$ cat config.mk
export PLATFORM = sky130hd
export DESIGN_NAME = fetch_pc_gen
export DESIGN_NICKNAME = d
export VERILOG_FILES = /design/src/rtl/fetch_pc_gen.sv
export SDC_FILE = /design/constraint.sdc
export NUM_CORES = 1
export LEC_CHECK = 0
export BUFFER_PORTS_ARGS = -buffer_cell sky130_fd_sc_hd__buf_2
export CORE_MARGIN = 8
export CORE_UTILIZATION = 53
export DETAILED_ROUTE_END_ITERATION = 6
export MAX_ROUTING_LAYER = met4
export PLACE_DENSITY = 0.93
export SYNTH_ARGS = -nofsm -noshare
export SYNTH_HDL_FRONTEND = slang
export SYNTH_SLANG_ARGS = --single-unit
$ cat constraint.sdc
create_clock -name clk -period 3.1 [get_ports clk]
set_input_delay 0.62 -clock clk [delete_from_list [all_inputs] [get_ports clk]]
set_output_delay 0.62 -clock clk [all_outputs]
set_load 0.03 [all_outputs]
$ cat src/rtl/fetch_pc_gen.sv
// ---------------------------------------------------------------------------
// fetch_pc_gen
//   Front-end program-counter and fetch-request generator. Holds the fetch
//   PC, issues one instruction-memory request at a time over req/gnt, and
//   applies control-transfer redirects (trap > jump > taken branch). A
//   redirect arriving while a request waits for its grant is parked in a
//   one-entry pending register and committed at the grant.
//
//   Optional feature macro: PC_RVC_EN
//     defined   : sequential step is 2 when step2_i=1, else 4; only target
//                 bit 0 is checked for alignment.
//     undefined : step2_i ignored, step always 4, target[1:0] must be 0.
//
// Ports
//   clk, rst_n           core clock, asynchronous active-low reset
//   stall_i              decode back-pressure, blocks the next request
//   ctrl_transfer_sel_i  0 NONE, 1 JUMP, 2 BRANCH, 3 treated as NONE
//   branch_tkn_i         qualifies BRANCH
//   pc_ex_i, offset_i    branch base and offset
//   tgt_addr_i           jump target (bit 0 forced to 0)
//   trap_i, trap_vec_i   trap pulse and trap target (never alignment checked)
//   step2_i              current fetch is a 16-bit instruction
//   imem_req_o           fetch request valid
//   imem_gnt_i           memory accepts the request this cycle
//   pc_o, pc_plus4_o     fetch address and fetch address + 4
//   flush_o              one-cycle pulse after a redirect lands in pc_o
//   misaligned_o         one-cycle pulse after a dropped misaligned redirect
// ---------------------------------------------------------------------------
module fetch_pc_gen #(
  parameter int unsigned     XLEN       = 32,
  parameter logic [XLEN-1:0] RESET_ADDR = '0
) (
  input  logic            clk,
  input  logic            rst_n,
  input  logic            stall_i,
  input  logic [1:0]      ctrl_transfer_sel_i,
  input  logic            branch_tkn_i,
  input  logic [XLEN-1:0] pc_ex_i,
  input  logic [XLEN-1:0] offset_i,
  input  logic [XLEN-1:0] tgt_addr_i,
  input  logic            trap_i,
  input  logic [XLEN-1:0] trap_vec_i,
  input  logic            step2_i,
  output logic            imem_req_o,
  input  logic            imem_gnt_i,
  output logic [XLEN-1:0] pc_o,
  output logic [XLEN-1:0] pc_plus4_o,
  output logic            flush_o,
  output logic            misaligned_o
);

  typedef enum logic [1:0] {
    ST_BOOT = 2'd0,
    ST_RUN  = 2'd1,
    ST_HALT = 2'd2
  } state_t;

  localparam logic [1:0] SEL_JUMP   = 2'd1;
  localparam logic [1:0] SEL_BRANCH = 2'd2;

  state_t          state, state_nxt;
  logic [XLEN-1:0] pc_nxt;
  logic            flush_nxt;

  logic            pend_vld, pend_vld_nxt;
  logic            pend_trap, pend_trap_nxt;
  logic [XLEN-1:0] pend_tgt, pend_tgt_nxt;

  logic            redir_vld;
  logic            redir_trap;
  logic [XLEN-1:0] redir_tgt;
  logic            redir_bad;
  logic            redir_ok;
  logic            new_wins;
  logic            commit_vld;
  logic [XLEN-1:0] commit_tgt;
  logic            completion;
  logic [XLEN-1:0] step;

  // Bits that are intentionally not consumed in every build.
  logic            unused_bits;
  assign unused_bits = ^{step2_i, tgt_addr_i[0]};

  function automatic logic addr_misaligned(input logic [XLEN-1:0] a);
`ifdef PC_RVC_EN
    return (a[1:0] & 2'b01) != 2'b00;
`else
    return a[1:0] != 2'b00;
`endif
  endfunction

  function automatic logic [XLEN-1:0] seq_step(input logic half);
`ifdef PC_RVC_EN
    return half ? XLEN'(2) : XLEN'(4);
`else
    return (half & 1'b0) ? XLEN'(2) : XLEN'(4);
`endif
  endfunction

  // ---- redirect selection and alignment screening ----
  always_comb begin
    redir_vld  = 1'b0;
    redir_trap = 1'b0;
    redir_tgt  = '0;
    if (trap_i) begin
      redir_vld  = 1'b1;
      redir_trap = 1'b1;
      redir_tgt  = trap_vec_i;
    end else if (ctrl_transfer_sel_i == SEL_JUMP) begin
      redir_vld  = 1'b1;
      redir_tgt  = {tgt_addr_i[XLEN-1:1], 1'b0};
    end else if (ctrl_transfer_sel_i == SEL_BRANCH && branch_tkn_i) begin
      redir_vld  = 1'b1;
      redir_tgt  = pc_ex_i + offset_i;
    end
  end

  assign redir_bad = redir_vld & ~redir_trap & addr_misaligned(redir_tgt);
  assign redir_ok  = redir_vld & ~redir_bad;

  // A fresh redirect replaces the parked one unless that would let a
  // non-trap displace a trap.
  assign new_wins   = redir_ok & ~(pend_vld & pend_trap & ~redir_trap);
  assign commit_vld = redir_ok | pend_vld;
  assign commit_tgt = new_wins ? redir_tgt : pend_tgt;

  assign imem_req_o = (state == ST_RUN);
  assign completion = imem_req_o & imem_gnt_i;
  assign step       = seq_step(step2_i);
  assign pc_plus4_o = pc_o + XLEN'(4);

  // ---- next-state / next-pc ----
  always_comb begin
    state_nxt     = state;
    pc_nxt        = pc_o;
    flush_nxt     = 1'b0;
    pend_vld_nxt  = pend_vld;
    pend_trap_nxt = pend_trap;
    pend_tgt_nxt  = pend_tgt;
    unique case (state)
      ST_BOOT: begin
        state_nxt = ST_RUN;
        if (redir_ok) begin
          pc_nxt    = redir_tgt;
          flush_nxt = 1'b1;
        end
      end
      ST_RUN: begin
        if (completion) begin
          pc_nxt       = commit_vld ? commit_tgt : pc_o + step;
          flush_nxt    = commit_vld;
          pend_vld_nxt = 1'b0;
          state_nxt    = stall_i ? ST_HALT : ST_RUN;
        end else if (new_wins) begin
          pend_vld_nxt  = 1'b1;
          pend_trap_nxt = redir_trap;
          pend_tgt_nxt  = redir_tgt;
        end
      end
      ST_HALT: begin
        if (redir_ok) begin
          pc_nxt    = redir_tgt;
          flush_nxt = 1'b1;
        end
        if (!stall_i) state_nxt = ST_RUN;
      end
      default: begin
        state_nxt    = ST_BOOT;
        pend_vld_nxt = 1'b0;
      end
    endcase
  end

  // ---- state registers ----
  always_ff @(posedge clk or negedge rst_n) begin
    if (!rst_n) begin
      state        <= ST_BOOT;
      pc_o         <= RESET_ADDR;
      flush_o      <= 1'b0;
      misaligned_o <= 1'b0;
      pend_vld     <= 1'b0;
      pend_trap    <= 1'b0;
    end else begin
      state        <= state_nxt;
      pc_o         <= pc_nxt;
      flush_o      <= flush_nxt;
      misaligned_o <= redir_bad;
      pend_vld     <= pend_vld_nxt;
      pend_trap    <= pend_trap_nxt;
    end
  end

  // Pending target is only meaningful while pend_vld is set.
  always_ff @(posedge clk) begin
    pend_tgt <= pend_tgt_nxt;
  end

endmodule

# Yosys cells after proc, flatten, opt, wreduce, memory -nomap -nowiden

Index checks and enable logic that the tools add are counted.

Add/subtract/negate cells: 2
Multiply operators: 0
Divide/modulo/power cells: 0
$lt $le $gt $ge: 0
Eq/ne operators: 8
Shift-type cells: 0
Muxes and demuxes: 22
Bitwise gates (word level): 13
Reduce and logical (&&, ||, !) cells: 10

Operators by type and width:

| operator                                               | count |
|---|---|
| two-way mux 32 bit                                     | 7 |
| one-hot mux 32 bit (2 select lines)                    | 1 |
| adder 32 x 3 -> 32 bit (second input constant)         | 1 |
| adder 32 bit                                           | 1 |
| two-way mux 1 bit                                      | 8 |
| bitwise AND 1 bit                                      | 7 |
| two-way mux 2 bit                                      | 3 |
| one-hot mux 2 bit (3 select lines)                     | 1 |
| AND reduction 2 bit                                    | 3 |
| AND reduction 3 bit                                    | 2 |
| NOT 1 bit                                              | 5 |
| == test 2 x 1 -> 1 bit (second input constant)         | 2 |
| == test 2 bit (second input constant)                  | 2 |
| inequality test 2 x 1 -> 1 bit (second input constant) | 2 |
| one-hot mux 1 bit (2 select lines)                     | 2 |
| nonzero test 2 bit                                     | 2 |
| inequality test 3 x 1 -> 1 bit (second input constant) | 1 |
| logical NOT 2 bit                                      | 1 |
| inequality test 2 bit (second input constant)          | 1 |
| OR reduction 2 bit                                     | 1 |
| logical AND 1 bit                                      | 1 |
| bitwise OR 1 bit                                       | 1 |

Bits in registers: 70
Bits in latches: 0
RAM bits: 0
Memory bits (read-only): 0
Input port bits: 137
Output and inout bits: 67
Logic and storage cells: 62
Memories kept: 0

# Longest topological paths before layout

Gate-level depths: netlist (run 1).

Depth in word-level cells: 14
Depth in mapped cells: 13
Depth with buffers taken out: 12

# Worst setup path after synthesis (run 1)

OpenSTA, ideal clock, no wires.

Path type: input -> register
Start point: input port pc_ex_i[0]
End point: register pend_tgt[30], data pin
Library setup time: 0.257 ns
Data arrival time: 2.834 ns
Data required time: 2.843 ns
Path slack: 0.009 ns
Stages on the path: 12
Buffers on the path: 0
Path through: ha_1 -> inv_1 -> fa_1 -> nand2b_1 -> a21o_1 -> a211o_1 -> a31oi_4 -> o211ai_4 -> a2111oi_4 -> mux2i_1 -> nor2_1 -> inv_1

Longest elaborated chain between the ends: 10

RTL lines:

| what                           | RTL line | text |
|---|---|---|
| start: declaration             | 38       | `input logic [XLEN-1:0] pc_ex_i,` |
| adder 32 bit (*)               | 114      | `redir_tgt = pc_ex_i + offset_i;` |
| two-way mux 32 bit (*)         | 112      | `end else if (ctrl_transfer_sel_i == SEL_BRANCH && branch_tkn_i) begin` |
| two-way mux 32 bit (*)         | 109      | `end else if (ctrl_transfer_sel_i == SEL_JUMP) begin` |
| two-way mux 32 bit (*)         | 105      | `if (trap_i) begin` |
| nonzero test 2 bit             | n/a      |  |
| bitwise AND 1 bit              | n/a      |  |
| NOT 1 bit                      | n/a      |  |
| bitwise AND 1 bit (2 in a row) | n/a      |  |
| two-way mux 32 bit (*)         | 154      | `end else if (new_wins) begin` |
| via commit_tgt[30]             | 76       | `logic [XLEN-1:0] commit_tgt;` |
| end signal: assignment         | 195      | `pend_tgt <= pend_tgt_nxt;` |
| end: declaration               | 67       | `logic [XLEN-1:0] pend_tgt, pend_tgt_nxt;` |

Mark *: on every way through the listed nets, which the timed path passes. The rest lies on a longest branch.
A chain may end at the register's enable or synchronous reset.

# Final worst setup path (run 1)

Start point: input port offset_i[0]
End point: register pend_tgt[24], data pin

Longest elaborated chain between the ends: 10

RTL lines:

| what                           | RTL line | text |
|---|---|---|
| start: declaration             | 39       | `input logic [XLEN-1:0] offset_i,` |
| adder 32 bit (*)               | 114      |  |
| two-way mux 32 bit (*)         | 112      |  |
| two-way mux 32 bit (*)         | 109      |  |
| two-way mux 32 bit (*)         | 105      |  |
| nonzero test 2 bit             | n/a      |  |
| bitwise AND 1 bit              | n/a      |  |
| NOT 1 bit                      | n/a      |  |
| bitwise AND 1 bit (2 in a row) | n/a      |  |
| two-way mux 32 bit (*)         | 154      |  |
| via commit_tgt[24]             | 76       |  |

Marked as above.

==> insert_results.sql, run 1 <==
INSERT INTO impl_metrics (metric_group, metric, value, unit) VALUES
('synth', 'yosys-top-cells-area', 'sky130_fd_sc_hd__edfxtp_1 (15%), sky130_fd_sc_hd__dfrtp_1 (15%), sky130_fd_sc_hd__ha_1 (6.1%)', ''),
('route', 'dr_total_vias', '8053', ''),
('finish', 'fraction_of_final_layout_cells_sized_beyond_drive_strength_1', '35.4', '%'),
('floorplanning', 'core.rowCount', '40', ''),
('setup_path', 'critPathCaptureType', 'flop', ''),
('floorplanning', 'floorplan.initialDensity', '54.3', '%'),
('sta', 'hold-worst-slack', '422', 'ps'),
('setup_path', 'kind_of_start_point_of_the_critical_path', 'input port', ''),
('synth', 'postSynthAreaPerCell', '8.19', 'um^2'),
('global_routing', 'first_pass_grt_wire_length', '39400', 'um'),
('global_routing', 'globalRoute.totalOverflow', '0', ''),
('placement', 'detailedPlacementHpwl', '19900', 'um'),
('placement', 'gpl.final_weighted_congestion', '0.952', ''),
('global_routing', 'antenna_found_initial', '1', ''),
('sta', 'fin_tns_setup', '0', 'ps'),
('finish', 'design.final.nets', '1239', ''),
('sta', 'slew_viol_final', '0', ''),
('finish', 'final_layout_fill_cell_count', '889', ''),
('setup_path', 'cp_num_buf_inv', '2', ''),
('synth', 'netlist_instances', '796', ''),
('sta', 'unrepaired_setup_endpoints_after_global_routing', 'yes', ''),
('power_and_ir_drop', 'pwr_density_cell', '600', 'nW/um^2'),
('setup_path', 'crit_fanout', '4', ''),
('synth', 'synth_sequential_area_ratio', '29.3', '%'),
('synth', 'number_of_library_cell_types_mapped_by_synthesis', '85', ''),
('route', 'avgViaCountPerCell', '6.57', ''),
('cts', 'cts_root_buf', 'sky130_fd_sc_hd__clkbuf_16', ''),
('setup_path', 'cp_top_delay_family', 'compound AO/OA/AOI/OAI gates', ''),
('route', 'routedWlPerCell', '21.0', 'um'),
('setup_path', 'slowest_stage', 'sky130_fd_sc_hd__a211o_1', ''),
('status', 'violations_in_the_final_reports', 'design-rule violations', ''),
('setup_path', 'critPathRequiredTime', '3190', 'ps'),
('power_and_ir_drop', 'power.ir.vdd_worst', '321', 'uV'),
('cts', 'cts_max_level', '3', ''),
('synth', 'syn-cell-area', '6520', 'um^2'),
('setup_path', 'critical_path_arrival', '3160', 'ps'),
('synth', 'post_synth_arst_share', '54.3', '%'),
('synth', 'synth_top_flop_cell', 'sky130_fd_sc_hd__dfrtp_1', ''),
('route', 'postRouteAntennaNets', '0', ''),
('sta', 'report.final.hold_viol_count', '0', ''),
('global_routing', 'grt_max_degree', '40', ''),
('floorplanning', 'total_die_area', '16100', 'um^2'),
('synth', 'netlist_top_cells_count', 'sky130_fd_sc_hd__nand2_1 (92), sky130_fd_sc_hd__nor2_1 (81), sky130_fd_sc_hd__a21oi_1 (67)', ''),
('placement', 'port-buffer-count', '201', ''),
('floorplanning', 'total_i_o_pin_count', '204', ''),
('synth', 'yosysWarnings', '0', ''),
('global_routing', 'grt_use_total', '31.1', '%'),
('floorplanning', 'core_area', '12000', 'um^2'),
('sta', 'max_slew_margin', '36.7', '%'),
('route', 'routed_wirelength', '25700', 'um'),
('cts', 'cts_sinks', '70', ''),
('floorplanning', 'die_y', '127', 'um'),
('setup_path', 'critical-path-max-stage-delay', '360', 'ps'),
('cts', 'worstSkewPairLatency', '340', 'ps'),
('sta', 'setup-violations-final', '0', ''),
('power_and_ir_drop', 'static_leakage', '3.98', 'nW'),
('cts', 'cts.clk_slew.worst_paths', '60', 'ps'),
('setup_path', 'timing.setup.critical_path_class', 'in2reg', ''),
('synth', 'netlist.top_cell.by_area', 'sky130_fd_sc_hd__edfxtp_1', ''),
('cts', 'cts-buffers-inserted', '9', ''),
('synth', 'synthMostInstantiatedCell', 'sky130_fd_sc_hd__nand2_1', ''),
('job', 'max_cap_viol', '0', ''),
('cts', 'tritoncts', 'yes', ''),
('sta', 'finalWorstPathRequiredPeriod', '3070', 'ps'),
('status', 'outcome', 'finished, violations left', ''),
('sta', 'skew', '5.88', 'ps'),
('sta', 'max_slew.worst_pin.slew', '950', 'ps'),
('synth', 'synthDominantCellAreaShare', '14.7', '%'),
('finish', 'area_growth', '34.4', '%'),
('route', 'drcViolationCount', '41', ''),
('synth', 'syn_nets', '966', '');
## cells in the final DEF (no fill, tap or decap), drive strengths merged, types with 8 or more instances in the layout
cell	synthesis	final
edfxtp	32	32
nor3	10	10
buf	23	309
a22oi	8	8
nand4	18	18
a221oi	21	21
xor2	22	22
nand3	22	22
a221o	9	9
nor2	82	82
dfrtp	38	38
xnor2	33	33
clkbuf	25	11
o22ai	8	8
ha	32	32
o21ai	55	55
nand2b	15	15
nand2	92	92
and3	15	15
a21o	13	13
inv	20	20
a31oi	15	15
a21oi	68	68
## worst paths after layout
check                            startpoint            to  slack (ps)  depth (start not counted)
worst max-delay path            offset_i[0]  pend_tgt[24]          30                         13
worst min-delay path                  rst_n       pc_o[6]         420                          1
worst max register to register     pc_o[13]      pc_o[29]         740                          9
worst min register to register      pc_o[0]       pc_o[0]         550                          2
max in group asynchronous             rst_n      pc_o[14]        2020                          1
min in group clk                    stall_i      state[0]         520                          2
## timing repair
action	CTS	global route
buffers inserted	1	7
hold buffers	0	0
gates resized for setup	1	26
gates cloned	0	0
pin swaps	1	16
endpoints found under the setup margin	2	17
## metrics by stage
stage          utilization [%]  setup slack [ps]  instance area, um^2  cells
4_1_cts                   71.4             -15.9                 8580   1214
5_1_grt                   72.9             -43.0                 8760   1222
3_5_place_dp              68.9              -382                 8270   1197
3_3_place_gp              68.9              -324                 8270   1197
2_1_floorplan                -              9.31                 6520    796
6_report                  73.0              25.4                 8760   1225
## report_power, final
part | switching, mW | internal, mW
clock network | 0.405 | 0.621
registers | 0.280 | 1.20
logic | 1.78 | 0.969
## cell type report
type	count	area, um^2	share of cell area (%)
clock buffer	10	229	2.61
sequential	70	1920	21.9
antenna	4	10.0	0.114
multi-input combinational	658	4440	50.6
clock inverter	6	62.6	0.714
tap	147	184	2.10
timing repair buffer	310	1850	21.1
inverter	20	75.1	0.857
## state kept, by name (all words and copies together), names as in the netlist
| name | flops |
|---|---|
| pend_trap | 1 |
| pend_tgt | 32 |
| pc_o | 32 |
| pend_vld | 1 |
| state | 2 |
| misaligned_o | 1 |
| flush_o | 1 |
## routing by layer
metal	global-route usage (%)	vias up	part of all wire (%)
met5	-	-	0
met4	13.7	0	5.3
met3	5.45	150	11
met2	50.3	674	46
met1	37.5	3691	37
li1	-	3538	-
## cell families after synthesis
| group | after synthesis | share of synthesized area [%] |
|---|---|---|
| and+or+nand+nor | 286 | 20.8 |
| AOI/OAI and AO/OA | 273 | 29.8 |
| muxes | 11 | 1.82 |
| adders and majority gates | 33 | 6.45 |
| xor gates and xnor gates | 55 | 7.39 |
| DFF | 70 | 29.3 |
| buffers and inverters | 68 | 4.45 |
Note: power is estimated with default switching activity, not from simulation.
==> run 2: changes to the inputs <==
--- a/config.mk
+++ b/config.mk
@@ -7,10 +7,10 @@
 export LEC_CHECK = 0
 export BUFFER_PORTS_ARGS = -buffer_cell sky130_fd_sc_hd__buf_2
 export CORE_MARGIN = 8
-export CORE_UTILIZATION = 53
+export CORE_UTILIZATION = 49
+export CTS_CLUSTER_DIAMETER = 50
 export DETAILED_ROUTE_END_ITERATION = 6
-export MAX_ROUTING_LAYER = met4
-export PLACE_DENSITY = 0.93
+export PLACE_DENSITY = 0.88
 export SYNTH_ARGS = -nofsm -noshare
 export SYNTH_HDL_FRONTEND = slang
 export SYNTH_SLANG_ARGS = --single-unit
==> run 2 against run 1 <==
Utilization shrank 6.3 points. Flip-flop and latch count is the same. Cell count increased by 1.9%. Global-route usage is 3.6 points lower. Via count shrank 3.3%. Worst setup slack better by 14 ps. The run now ends clean. First-iteration DRC count decreased by 23%. Combinational power decreased by 1%. Register-to-register slack lost 30 ps. Die area rose by 7.1%.
==> insert_results.sql, run 2 (synthesized netlist as in run 1, its figures left out) <==
INSERT INTO impl_metrics (metric_group, metric, value, unit) VALUES
('route', 'drcViolationCount', '0', ''),
('finish', 'final_layout_fill_cell_count', '1081', ''),
('sta', 'fin_tns_setup', '0', 'ps'),
('global_routing', 'first_pass_grt_wire_length', '39300', 'um'),
('route', 'drtIter0Drc', '855', ''),
('placement', 'gpl.final_weighted_congestion', '0.947', ''),
('cts', 'cts_root_buf', 'sky130_fd_sc_hd__clkbuf_16', ''),
('placement', 'port-buffer-count', '201', ''),
('setup_path', 'slowest_stage', 'sky130_fd_sc_hd__a211o_1', ''),
('finish', 'ff_latch_area', '1920', 'um^2'),
('cts', 'cts_max_level', '3', ''),
('setup_path', 'critical-path-max-stage-delay', '350', 'ps'),
('finish', 'final_area', '8750', 'um^2'),
('cts', 'worstSkewPairLatency', '340', 'ps'),
('finish', 'area_growth', '34.2', '%'),
('setup_path', 'critPathRequiredTime', '3180', 'ps'),
('finish', 'commonest_non_fill_non_tap_cell_in_the_layout', 'sky130_fd_sc_hd__buf_2', ''),
('sta', 'skew', '7.69', 'ps'),
('global_routing', 'antenna_found_initial', '3', ''),
('sta', 'slew_viol_final', '0', ''),
('finish', 'top_regs', 'pc_o (32), pend_tgt (32), state (2)', ''),
('setup_path', 'cp_top_delay_family', 'compound AO/OA/AOI/OAI gates', ''),
('setup_path', 'r2r-start', 'pc_o[3]', ''),
('global_routing', 'first_global_vias', '7578', ''),
('sta', 'max_freq', '0.327', 'GHz'),
('sta', 'finalWorstPathRequiredPeriod', '3060', 'ps'),
('cts', 'cts_buffer_depth', '2', ''),
('cts', 'cts-buffers-inserted', '9', ''),
('floorplanning', 'core.rowCount', '42', ''),
('job', 'max_cap_viol', '0', ''),
('global_routing', 'grt_max_degree', '39', ''),
('finish', 'multiInputGateArea', '4420', 'um^2'),
('floorplanning', 'total_i_o_pin_count', '204', ''),
('finish', 'design.final.nets', '1236', ''),
('floorplanning', 'total_die_area', '17300', 'um^2'),
('floorplanning', 'core_area', '13100', 'um^2'),
('finish', 'fraction_of_final_layout_cells_sized_beyond_drive_strength_1', '34.6', '%'),
('placement', 'dpl-instance-area', '8340', 'um^2'),
('setup_path', 'critPathCaptureType', 'flop', ''),
('setup_path', 'kind_of_start_point_of_the_critical_path', 'input port', ''),
('setup_path', 'critPathLaunch', 'pc_ex_i[0]', ''),
('sta', 'setup-violations-final', '0', ''),
('sta', 'report.final.hold_viol_count', '0', ''),
('placement', 'detailedPlacementHpwl', '19800', 'um'),
('setup_path', 'critical_path.cell_chain', 'buf_2 -> ha_1 -> inv_1 -> fa_2 -> nand2b_4 -> a21o_1 -> a211o_1 -> a31oi_4 -> buf_4 -> a21oi_2 -> o31ai_4 -> xnor2_2 -> a221oi_2 -> o21ai_1', ''),
('cts', 'hold_buffers', '0', ''),
('floorplanning', 'chipWidth', '131', 'um'),
('route', 'dr.pass1.iters', '6', ''),
('route', 'avgViaCountPerCell', '6.24', ''),
('floorplanning', 'die_y', '131', 'um'),
('global_routing', 'globalRoute.totalOverflow', '0', ''),
('global_routing', 'grt_use_total', '27.6', '%'),
('cts', 'cts_sinks', '70', ''),
('setup_path', 'cp_num_buf_inv', '3', ''),
('route', 'routed_wirelength', '25100', 'um'),
('sta', 'max_slew_margin', '39.9', '%'),
('power_and_ir_drop', 'power.ir.vdd_worst', '347', 'uV'),
('sta', 'max_slew.worst_pin.slew', '902', 'ps'),
('sta', 'unrepaired_setup_endpoints_after_global_routing', 'yes', ''),
('finish', 'most_frequent_cells_in_the_layout', 'sky130_fd_sc_hd__buf_2 (201), sky130_fd_sc_hd__buf_4 (103), sky130_fd_sc_hd__nand2_1 (92), sky130_fd_sc_hd__nor2_1 (79), sky130_fd_sc_hd__a21oi_1 (66)', ''),
('power_and_ir_drop', 'pwr_density_cell', '595', 'nW/um^2'),
('setup_path', 'crit_fanout', '5', ''),
('min_path', 'hold_class', 'in2async', ''),
('setup_path', 'critical_path_arrival', '3140', 'ps'),
('cts', 'cts.clk_slew.worst_paths', '60', 'ps'),
('setup_path', 'timing.setup.critical_path_class', 'in2reg', ''),
('route', 'postRouteAntennaNets', '0', ''),
('floorplanning', 'floorplan.initialDensity', '49.6', '%'),
('cts', 'tritoncts', 'yes', ''),
('route', 'routedWlPerCell', '20.1', 'um'),
('sta', 'fin_crit_sh', '98.7', '%'),
('power_and_ir_drop', 'static_leakage', '3.97', 'nW'),
('route', 'dr_total_vias', '7785', ''),
('status', 'outcome', 'finished, final reports clean', '');
run 2: cell count changes in the layout (fill, tap and decap cells not counted), sizes merged:
| cell | delta |
|---|---|
| diode | -3 |
| buf | -2 |
| clkbuf | -1 |
run 2: routing by layer:
layer / GRT usage (%) / share of wire, % / up-vias
met5: 0 / 0.080 / -
met1: 33.6 / 39 / 3588
met2: 44.8 / 46 / 554
li1: - / - / 3543
met4: 13.8 / 4.6 / 4
met3: 6.52 / 11 / 96
run 2: cell type report:
type | instances | area share [%]
Sequential cell | 70 | 21.9
Clock buffer | 10 | 2.73
Tap cell | 176 | 2.52
Timing Repair Buffer | 307 | 20.9
Clock inverter | 6 | 0.586
Inverter | 20 | 0.858
Antenna cell | 1 | 0.0286
Multi-Input combinational cell | 658 | 50.5
run 2: repair_timing:
item / 4_1_cts / 5_1_grt
pin swaps: 1 / 13
setup buffers: 1 / 2
hold endpoints to repair: 0 / 0
setup endpoints to repair: 2 / 24
resized for setup: 0 / 22
run 2: worst paths after layout:
kind                       slack, ps      endpoint  cells past startpoint
hold / removal                   410       pc_o[3]                      1
min in group clk                 490      state[0]                      2
setup / recovery                  40  pend_tgt[24]                     14
max in group asynchronous       2060      pc_o[10]                      1
hold reg to reg                  530     pend_trap                      1
setup reg to reg                 710      pc_o[18]                     11
run 2: through the flow:
stage	cells	total power, mW	setup WS [ps]	hold slack (ps)	utilization [%]
floorplan	796	3.15	9.31	324	-
global placement	1228	4.05	-270	489	63.4
CTS	1245	5.13	4.52	442	65.7
detailed placement	1228	4.12	-304	513	63.4
global route	1248	5.42	-141	497	66.6
finish	1248	5.20	39.2	406	66.6
run 2: power by group:
group          switching, mW  internal [mW]  total [mW]  leakage, nW
registers              0.276           1.20        1.48        0.750
clock network          0.386          0.633        1.02        0.145
logic                   1.75          0.963        2.71         3.08
total                   2.41           2.80        5.20         3.97
==> run 3: changes to the inputs <==
--- a/config.mk
+++ b/config.mk
@@ -11,6 +11,7 @@
 export CTS_CLUSTER_DIAMETER = 50
 export DETAILED_ROUTE_END_ITERATION = 6
 export PLACE_DENSITY = 0.88
+export SETUP_SLACK_MARGIN = 0.2
 export SYNTH_ARGS = -nofsm -noshare
 export SYNTH_HDL_FRONTEND = slang
 export SYNTH_SLANG_ARGS = --single-unit
==> run 3 against run 2 <==
Global-route usage fell by 0.082 points. Cell area rose by 2.7%. Clock power fell by 4%. Cell count rose by 0.40%. Hold slack improved by 25 ps. Flip-flop and latch count did not move. Sequential share of layout area fell by 0.48 points. Non-clock buffer count rose by 3. Combinational power rose by 5%. Worst setup slack improved by 120 ps. Critical path type is now reg2out.
==> insert_results.sql, run 3 (synthesized netlist as in run 1, its figures left out) <==
INSERT INTO impl_metrics (metric_group, metric, value, unit) VALUES
('global_routing', 'grt_use_total', '27.5', '%'),
('setup_path', 'crit_fanout', '6', ''),
('cts', 'cts.clk_slew.worst_paths', '60', 'ps'),
('setup_path', 'r2r-start', 'pc_o[14]', ''),
('route', 'routed_wirelength', '24900', 'um'),
('finish', 'most_frequent_cells_in_the_layout', 'sky130_fd_sc_hd__buf_2 (193), sky130_fd_sc_hd__buf_4 (105), sky130_fd_sc_hd__nand2_1 (90), sky130_fd_sc_hd__nor2_1 (73), sky130_fd_sc_hd__a21oi_1 (66)', ''),
('setup_path', 'r2r_slack', '600', 'ps'),
('cts', 'tritoncts', 'yes', ''),
('min_path', 'hold_class', 'in2async', ''),
('global_routing', 'top_usage_layer', 'met2', ''),
('global_routing', 'grt_max_degree', '39', ''),
('global_routing', 'first_global_vias', '7566', ''),
('sta', 'max_freq', '0.340', 'GHz'),
('sta', 'slew_viol_final', '0', ''),
('sta', 'skew', '5.38', 'ps'),
('floorplanning', 'total_die_area', '17300', 'um^2'),
('route', 'dr.pass1.iters', '6', ''),
('sta', 'report.final.hold_viol_count', '0', ''),
('route', 'drcViolationCount', '0', ''),
('sta', 'max_slew_margin', '36.3', '%'),
('sta', 'fin_crit_sh', '94.9', '%'),
('global_routing', 'antenna_found_initial', '2', ''),
('finish', 'design.final.nets', '1239', ''),
('floorplanning', 'die_y', '131', 'um'),
('floorplanning', 'total_i_o_pin_count', '204', ''),
('placement', 'dpl-instance-area', '8300', 'um^2'),
('power_and_ir_drop', 'power.clock.fraction', '18.5', '%'),
('placement', 'detailedPlacementHpwl', '19400', 'um'),
('route', 'drtIter0Drc', '1011', ''),
('power_and_ir_drop', 'power.switching', '2.47', 'mW'),
('sta', 'setup-violations-final', '0', ''),
('global_routing', 'met1_usage', '33.7', '%'),
('finish', 'final_layout_fill_cell_count', '1083', ''),
('global_routing', 'gr-usage-met3', '6.02', '%'),
('setup_path', 'timing.setup.critical_path_class', 'reg2out', ''),
('setup_path', 'cell_depth_of_the_worst_flop_to_flop_path', '12', ''),
('sta', 'hold-worst-slack', '431', 'ps'),
('cts', 'cts_root_buf', 'sky130_fd_sc_hd__clkbuf_16', ''),
('power_and_ir_drop', 'p_int', '2.84', 'mW'),
('floorplanning', 'core.rowCount', '42', ''),
('setup_path', 'critPathRequiredTime', '2480', 'ps'),
('cts', 'hold_buffers', '0', ''),
('power_and_ir_drop', 'swShare', '46.4', '%'),
('setup_path', 'kind_of_start_point_of_the_critical_path', 'flop', ''),
('power_and_ir_drop', 'pwr_density_cell', '591', 'nW/um^2'),
('finish', 'fraction_of_final_layout_cells_sized_beyond_drive_strength_1', '37.9', '%'),
('job', 'max_cap_viol', '0', ''),
('power_and_ir_drop', 'combinationalPowerShare', '53.5', '%'),
('finish', 'commonest_non_fill_non_tap_cell_in_the_layout', 'sky130_fd_sc_hd__buf_2', ''),
('cts', 'cts_buffer_depth', '2', ''),
('global_routing', 'globalRoute.totalOverflow', '0', ''),
('route', 'postRouteAntennaNets', '0', ''),
('route', 'routedWlPerCell', '19.9', 'um'),
('global_routing', 'first_pass_grt_wire_length', '39100', 'um'),
('power_and_ir_drop', 'power.ir.vdd_worst', '303', 'uV'),
('finish', 'top_regs', 'pc_o (32), pend_tgt (32), state (2)', ''),
('cts', 'cts-buffers-inserted', '9', ''),
('floorplanning', 'floorplan.initialDensity', '49.6', '%'),
('route', 'dr_total_vias', '7664', ''),
('cts', 'cts_max_level', '3', ''),
('sta', 'max_slew.worst_pin.slew', '955', 'ps'),
('placement', 'gpl.final_weighted_congestion', '0.988', ''),
('power_and_ir_drop', 'seq_power_share', '28.0', '%'),
('power_and_ir_drop', 'finalPower', '5.31', 'mW'),
('cts', 'worstSkewPairLatency', '340', 'ps'),
('route', 'avgViaCountPerCell', '6.12', ''),
('setup_path', 'r2r-end', 'pc_o[28]', ''),
('setup_path', 'critical_path_arrival', '2320', 'ps'),
('power_and_ir_drop', 'static_leakage', '4.01', 'nW'),
('floorplanning', 'chipWidth', '131', 'um'),
('global_routing', 'globalRouteMet2Util', '44.9', '%'),
('floorplanning', 'core_area', '13100', 'um^2'),
('setup_path', 'critPathCaptureType', 'output pin', ''),
('finish', 'area_growth', '37.8', '%'),
('finish', 'final_area', '8990', 'um^2'),
('status', 'outcome', 'finished, final reports clean', ''),
('sta', 'finalWorstPathRequiredPeriod', '2940', 'ps'),
('sta', 'unrepaired_setup_endpoints_after_global_routing', 'yes', ''),
('placement', 'port-buffer-count', '201', ''),
('cts', 'cts_sinks', '70', '');
[run 3: power by group through the flow]
stage / combinational, mW / sequential [mW] / clock (mW)
2_1_floorplan: 1.44 / 1.72 / 0
3_3_place_gp: 2.59 / 1.45 / 0
3_5_place_dp: 2.63 / 1.47 / 0
4_1_cts: 2.67 / 1.46 / 0.975
5_1_grt: 3.02 / 1.52 / 1.01
6_report: 2.84 / 1.49 / 0.981
[run 3: repair_timing]
action,CTS,global route
setup endpoints to repair,17,46
setup buffers,4,17
pin swaps,11,25
gates resized for setup,13,55
cloned,0,0
[run 3: final cells by class]
type | instances | area, um^2 | area share (%)
Multi-Input combinational cell | 658 | 4580 | 50.9
Tap cell | 176 | 220 | 2.45
Sequential cell | 70 | 1920 | 21.4
Clock inverter | 4 | 21.3 | 0.237
Inverter | 20 | 75.1 | 0.835
Clock buffer | 12 | 256 | 2.85
Antenna cell | 3 | 7.51 | 0.0835
Timing Repair Buffer | 310 | 1900 | 21.2
[run 3: worst max-delay path by stage]
stage / slack [ps] / from / cells past startpoint / to
2_1_floorplan: 90 / pc_ex_i[0] / 12 / pend_tgt[30]
3_3_place_gp: -170 / pc_ex_i[0] / 12 / pc_o[20]
3_5_place_dp: -300 / pc_ex_i[0] / 12 / pc_o[20]
4_1_cts: 160 / pc_o[10] / 8 / pc_plus4_o[28]
5_1_grt: 50 / pc_o[14] / 9 / pc_plus4_o[28]
6_report: 160 / pc_o[14] / 9 / pc_plus4_o[28]
[run 3: worst max-delay path, cell delays in order, from the launching register on]
cell                      delay, ps
sky130_fd_sc_hd__dfrtp_1        460
sky130_fd_sc_hd__nand4_1        120
sky130_fd_sc_hd__buf_4          180
sky130_fd_sc_hd__nor4_4         260
sky130_fd_sc_hd__nand4_1        190
sky130_fd_sc_hd__buf_6          180
sky130_fd_sc_hd__nor2_4          90
sky130_fd_sc_hd__nand3_1        130
sky130_fd_sc_hd__xnor2_2        220
sky130_fd_sc_hd__buf_6          160
[run 3: per-stage QoR]
stage	util (%)	worst slack (ps)	TNS, ps	std cells
6_report	68.4	159	0	1253
5_1_grt	68.4	50.7	0	1252
4_1_cts	65.9	161	0	1233
3_5_place_dp	63.2	-302	-3230	1213
3_3_place_gp	63.2	-174	-2010	1213
2_1_floorplan	-	86.0	0	796
[run 3: routing by layer]
metal  vias to the layer above  share of wire [%]
met4                         0                4.4
met1                      3545                 39
met5                         -                  0
met2                       498                 46
met3                        85                9.8
li1                       3536                  -
